==> config.mk <==
export PLATFORM = sky130hd
export DESIGN_NAME = cos_lut_sequencer
export DESIGN_NICKNAME = d
export VERILOG_FILES = /design/src/rtl/cos_lut_sequencer.sv
export SDC_FILE = /design/constraint.sdc
export NUM_CORES = 1
export LEC_CHECK = 0
export CORE_MARGIN = 5
export CORE_UTILIZATION = 54
export DETAILED_ROUTE_END_ITERATION = 7
export GPL_ROUTABILITY_DRIVEN = 0
export GPL_TIMING_DRIVEN = 0
export PLACE_DENSITY = 0.88
export SLEW_MARGIN = 10
export SYNTH_ARGS = -nofsm -noshare
export SYNTH_HDL_FRONTEND = slang
export SYNTH_SLANG_ARGS = --single-unit
==> constraint.sdc <==
create_clock -name clk -period 3 [get_ports clk]
set_input_delay 0.6 -clock clk [delete_from_list [all_inputs] [get_ports clk]]
set_output_delay 0.6 -clock clk [all_outputs]
set_load 0.01 [all_outputs]
==> src/rtl/cos_lut_sequencer.sv <==
// rtl/cos_lut_sequencer.sv - I/Q carrier sequencer time-sharing one registered cosine table
module cos_lut_sequencer #(
    parameter int PHASE_W = 24
) (
    input  logic               clk,
    input  logic               rst_n,
    input  logic               enable,
    input  logic               sample_tick,
    input  logic [PHASE_W-1:0] ftw_in,
    input  logic               ftw_load,
    input  logic               phase_clr,
    input  logic               ovr_clr,
    output logic [3:0]         tbl_addr,
    input  logic [7:0]         tbl_data,
    output logic [7:0]         i_out,
    output logic [7:0]         q_out,
    output logic               iq_valid,
    output logic               busy,
    output logic               overrun
);

    typedef enum logic [1:0] {
        ST_IDLE  = 2'd0,
        ST_RD_I  = 2'd1,
        ST_RD_Q  = 2'd2,
        ST_CAP_Q = 2'd3
    } state_t;

    state_t             r_state;
    logic [PHASE_W-1:0] r_acc;
    logic [PHASE_W-1:0] r_ftw;
    logic [3:0]         r_tbl_addr;
    logic [7:0]         r_i_hold;
    logic [7:0]         r_i_out;
    logic [7:0]         r_q_out;
    logic               r_iq_valid;
    logic               r_busy;
    logic               r_overrun;

    logic               w_tick_en;
    logic               w_accept;
    logic               w_drop;

    // A tick only counts while enabled; it starts a sample in IDLE and is dropped otherwise
    assign w_tick_en = enable & sample_tick;
    assign w_accept  = w_tick_en & (r_state == ST_IDLE);
    assign w_drop    = w_tick_en & (r_state != ST_IDLE);

    // Sequencer FSM: phase accumulator, table address walk, I/Q capture and overrun tracking
    always_ff @(posedge clk or negedge rst_n) begin
        if (!rst_n) begin
            r_state    <= ST_IDLE;
            r_acc      <= '0;
            r_ftw      <= '0;
            r_tbl_addr <= 4'd0;
            r_i_hold   <= 8'd0;
            r_i_out    <= 8'd0;
            r_q_out    <= 8'd0;
            r_iq_valid <= 1'b0;
            r_busy     <= 1'b0;
            r_overrun  <= 1'b0;
        end else begin
            r_iq_valid <= 1'b0;

            // New tuning word takes effect from the next edge; this edge still adds the old one
            if (ftw_load) begin
                r_ftw <= ftw_in;
            end

            // Set beats clear so a dropped tick is never lost
            if (w_drop) begin
                r_overrun <= 1'b1;
            end else if (ovr_clr) begin
                r_overrun <= 1'b0;
            end

            // Clear wins over the increment; the address below still uses the pre-clear phase
            if (phase_clr) begin
                r_acc <= '0;
            end else if (w_accept) begin
                r_acc <= r_acc + r_ftw;
            end

            case (r_state)
                ST_IDLE: begin
                    if (w_accept) begin
                        r_tbl_addr <= r_acc[PHASE_W-1 -: 4];
                        r_busy     <= 1'b1;
                        r_state    <= ST_RD_I;
                    end
                end
                ST_RD_I: begin
                    // Minus 90 degrees on a 16-entry circle is +12 modulo 16
                    r_tbl_addr <= r_tbl_addr + 4'd12;
                    r_state    <= ST_RD_Q;
                end
                ST_RD_Q: begin
                    r_i_hold <= tbl_data;
                    r_state  <= ST_CAP_Q;
                end
                ST_CAP_Q: begin
                    r_i_out    <= r_i_hold;
                    r_q_out    <= tbl_data;
                    r_iq_valid <= 1'b1;
                    r_busy     <= 1'b0;
                    r_state    <= ST_IDLE;
                end
                default: begin
                    r_busy  <= 1'b0;
                    r_state <= ST_IDLE;
                end
            endcase
        end
    end

    assign tbl_addr = r_tbl_addr;
    assign i_out    = r_i_out;
    assign q_out    = r_q_out;
    assign iq_valid = r_iq_valid;
    assign busy     = r_busy;
    assign overrun  = r_overrun;

endmodule

Word level (Yosys, flattened, before mapping)
Index checks and enable logic that the tools add are counted.
{ "totals": {"out_inout_bits": 23, "reg_bits": 81} }
{ "op_classes": {"n_bitwise": 3, "add_sub_neg": 2, "eq_ne": 4, "muxes": 11, "reduce_logical": 8} }
{ "op_table": {"columns": ["op", "n"], "rows": [
  ["2-to-1 mux 24 bit", 2],
  ["adder 24 bit", 1],
  ["nonzero test 2 bit", 5],
  ["one-hot mux 2 bit (4 select lines)", 1],
  ["one-hot mux 4 bit (2 select lines)", 1],
  ["adder 4 bit (second input constant)", 1],
  ["== test 2 bit (second input constant)", 2],
  ["2-to-1 mux 1 bit", 4],
  ["2-to-1 mux 4 bit", 1],
  ["AND reduction 2 bit", 2],
  ["AND 1 bit", 3],
  ["== test 2 x 1 -> 1 bit (second input constant)", 1],
  ["logical NOT 2 bit", 1],
  ["2-to-1 mux 2 bit", 1],
  ["!= test 2 bit (second input constant)", 1],
  ["one-hot mux 1 bit (2 select lines)", 1]
]} }

Logic depth before layout (Yosys ltp)
{ "depth": {"word_depth": 4, "depth_mapped": 10} }

Least setup slack after synthesis
OpenSTA, ideal clock, no wires.
{ "synth_path": {"kind": "flip-flop to flip-flop", "from": "reg r_acc[0]", "to": "reg r_acc[22]", "n_path_buf": 0, "synth_period_minus_slack_ps": 2222, "stages_incl_launch_ff": 9, "t_required_ps": 2877, "setup_slack_ps": 778, "t_arrival_ps": 2099, "path_cell_list": "dfrtp_1 -> ha_1 -> fa_1 -> a21o_1 -> a221o_1 -> a221oi_2 -> o31ai_1 -> xnor2_1 -> o21ai_1"} }
{ "synth_via": {"elab_chain_cells": 3} }
{ "synth_lines": {"columns": ["item", "line_no", "rtl"], "rows": [
  ["from (decl)", "30", "logic [PHASE_W-1:0] r_acc;"],
  ["from (signal assigned)", "81", "r_acc <= r_acc + r_ftw;"],
  ["adder 24 bit", "81", null],
  ["2-to-1 mux 24 bit", "80", "end else if (w_accept) begin"],
  ["2-to-1 mux 24 bit", "78", "if (phase_clr) begin"]
]} }
Every way passes these cells. The select of a mux whose other input is x is not followed.
A chain may end at the register's enable or synchronous reset.

Final worst setup path
Same ends and word-level chain as after synthesis.

==> results.cfg <==
[sta]
finalSetupViolations = 0
tightest_slew_ps = 615
fmax_mhz = 392
finalHoldViolCount = 0
relSlewSlack_pct = 59.0
setup_tns_ps = 0
final-max-slew-violation-count = 0
finClkSkew_ps = 9.09
fin_ws_ps = 451
min_period_over_period_pct = 85.0
rsz0062_at_grt = no
period_minus_slack_ps = 2550

[finish]
most-common-layout-cells = dfrtp_1 (81), clkdlybuf4s50_1 (59), nand2_1 (50)
diodes = 0
finish.net_count = 566
seq_area_mm2 = 0.00203
drive_gt1_share_pct = 18.9
mostFrequentLayoutCell = dfrtp_1
nFillCells = 610
multi_input_area_mm2 = 0.00238
stdcell_count = 608
areaGrowthSynthToFinish_pct = 21.7

[logic_synthesis]
synth_edf_count = 0
syn_area_mm2 = 0.00457
synthCells = 426
ys_ff_latch = 81
syn_area_per_cell_um2 = 10.7
ys_types = 62
yosysWarnings = 0
synthArstFlopShare_pct = 100
syn_nets = 494
synthFlopType = dfrtp_1
seq_area_frac_synth_pct = 44.4

[critical_path]
setup.worst_path.end_class = flip-flop
critical_path.max_fanout = 3
startpoint_type = flip-flop
critPathKind = reg2reg
arrival_ps = 2790
required_ps = 3240

[routing]
drc_errors = 0
vias = 3591
finalWirelength_um = 10400
via_per_inst = 5.91
firstDrtPassIters = 5
wire_per_inst_um = 17.1
ant_nets = 0
initialDrtViolationCount = 223

[power_and_ir_drop]
ir_drop_mv = 0.544
swShare_pct = 34.2
p_leak_uw = 0.00250
clockPowerShare_pct = 23.3
pwr-share-comb_pct = 38.6
seq_power_share_pct = 38.2
power_uw = 4080
p_int_uw = 2690
p_sw_uw = 1400
power_density_mw_per_mm2 = 735

[floorplan]
dieArea_mm2 = 0.0104
initial_core_util_pct = 55.6
dieWidth_um = 102
fp-row-count = 33
core-area_mm2 = 0.00822
die_h_um = 102
ioPinCount = 62

[global_routing]
grt_pass1_wl_um = 17700
track_usage_pct = 21.5
grt_pass1_vias = 3737
gr-total-overflow = 0
antenna_found_initial = 0
grt_max_degree = 59

[clock_tree]
ctsResizeCount = 0
htreeDepth = 3
cts.root.buffer_cell = clkbuf_8
cts_hold_buffers = 0
cts_tree = yes
postCtsSetupRepairBufs = 0
path_clk_slew_ps = 100
clock-sinks = 81
clockBufferDepth = 2
clk_latency_ps = 360
numCtsBuffers = 9

[run]
maxCapViolCount = 0

[place]
pre_cts_ws_ps = 511
place_inst = 592
port-buffer-count = 60
hpwl_um = 7830

[worst_hold_path]
hp-class = in2async

[run_status]
status = finished, final reports clean
sequential cells by signal, indices dropped and copies added, names as in the netlist:
register / cells
r_acc: 24
r_ftw: 24
i_out: 8
q_out: 8
r_i_hold: 8
tbl_addr: 4
r_state: 2
busy: 1
iq_valid: 1
overrun: 1
worst paths after layout:
path | from | end | slack (ps) | cells past startpoint
setup / recovery | r_acc[0] | r_acc[22] | 450 | 8
hold / removal | rst_n | r_ftw[18] | 130 | 1
setup reg to reg | r_acc[0] | r_acc[22] | 450 | 8
hold reg to reg | tbl_addr[1] | tbl_addr[1] | 480 | 2
max in group asynchronous | rst_n | q_out[2] | 2280 | 2
min in group clk | tbl_addr[1] | tbl_addr[1] | 480 | 2
cells by family after synthesis:
family	count (synthesis)	synth area share (%)
XOR/XNOR	15	2.88
buffers and inverters	32	3.42
multiplexers	54	13.1
flip-flops	81	44.4
AO/OA/AOI/OAI	104	15.7
adder cells (fa/ha/maj)	29	8.11
AND/OR/NAND/NOR	111	12.4
power by group through the flow:
stage               Combinational, uW  Clock [uW]  Sequential [uW]
floorplan                         915           0             1600
global placement                 1500           0             1550
detailed placement               1570           0             1580
CTS                              1580         964             1560
global route                     1720        1010             1590
finish                           1570         951             1560
worst max-delay path, cell delays in order (launching register included):
cell,delay (ps)
dfrtp_1,400
ha_1,250
fa_1,420
a21o_1,200
a221o_1,350
a221oi_2,410
o31ai_1,170
xnor2_1,160
o21ai_1,70
layer usage:
| metal | share of wire (%) | up-vias | routed length (um) | global-route usage [%] |
|---|---|---|---|---|
| met5 | 0 | - | 0 | 0 |
| met4 | 2.7 | 0 | 284 | 8.78 |
| met3 | 7.0 | 34 | 726 | 4.37 |
| met2 | 50 | 126 | 5200 | 36.3 |
| met1 | 40 | 1741 | 4190 | 27.1 |
| li1 | - | 1690 | - | - |
per-stage QoR:
step           hold slack (ps)  area, um^2  utilization (%)
2_1_floorplan              304        4570                -
3_3_place_gp               456        5300             64.5
3_5_place_dp               466        5330             64.8
4_1_cts                    133        5560             67.6
5_1_grt                    142        5560             67.6
6_report                   131        5560             67.6
synth_stat cells (3+ instances only):
cell type	count	area, um^2
a211oi_1	3	22.5
a21o_1	11	82.6
a21oi_1	32	160
a21oi_2	4	35.0
a31oi_1	4	25.0
and3_1	7	43.8
and4_1	3	26.3
buf_2	5	25.0
buf_6	3	33.8
clkbuf_1	10	37.5
dfrtp_1	81	2030
ha_1	28	350
inv_1	11	41.3
mux2_2	48	541
mux2i_1	6	60.1
nand2_1	50	188
nand3_1	9	45.0
nand3b_1	3	22.5
nand4_1	5	31.3
nor2_1	11	41.3
nor3_1	5	25.0
o211ai_1	3	22.5
o21ai_0	13	65.1
o21ai_1	8	40.0
o21bai_1	5	37.5
xnor2_1	12	105
xor2_1	3	26.3
cell type report:
cell class	instances	share of cell area [%]
Multi-Input combinational cell	313	42.9
Inverter	11	0.743
Buffer	21	2.07
Clock buffer	9	2.23
Sequential cell	81	36.5
Tap cell	105	2.36
Clock inverter	7	1.96
Timing Repair Buffer	61	11.3
Power figures use the tool's default switching activity.
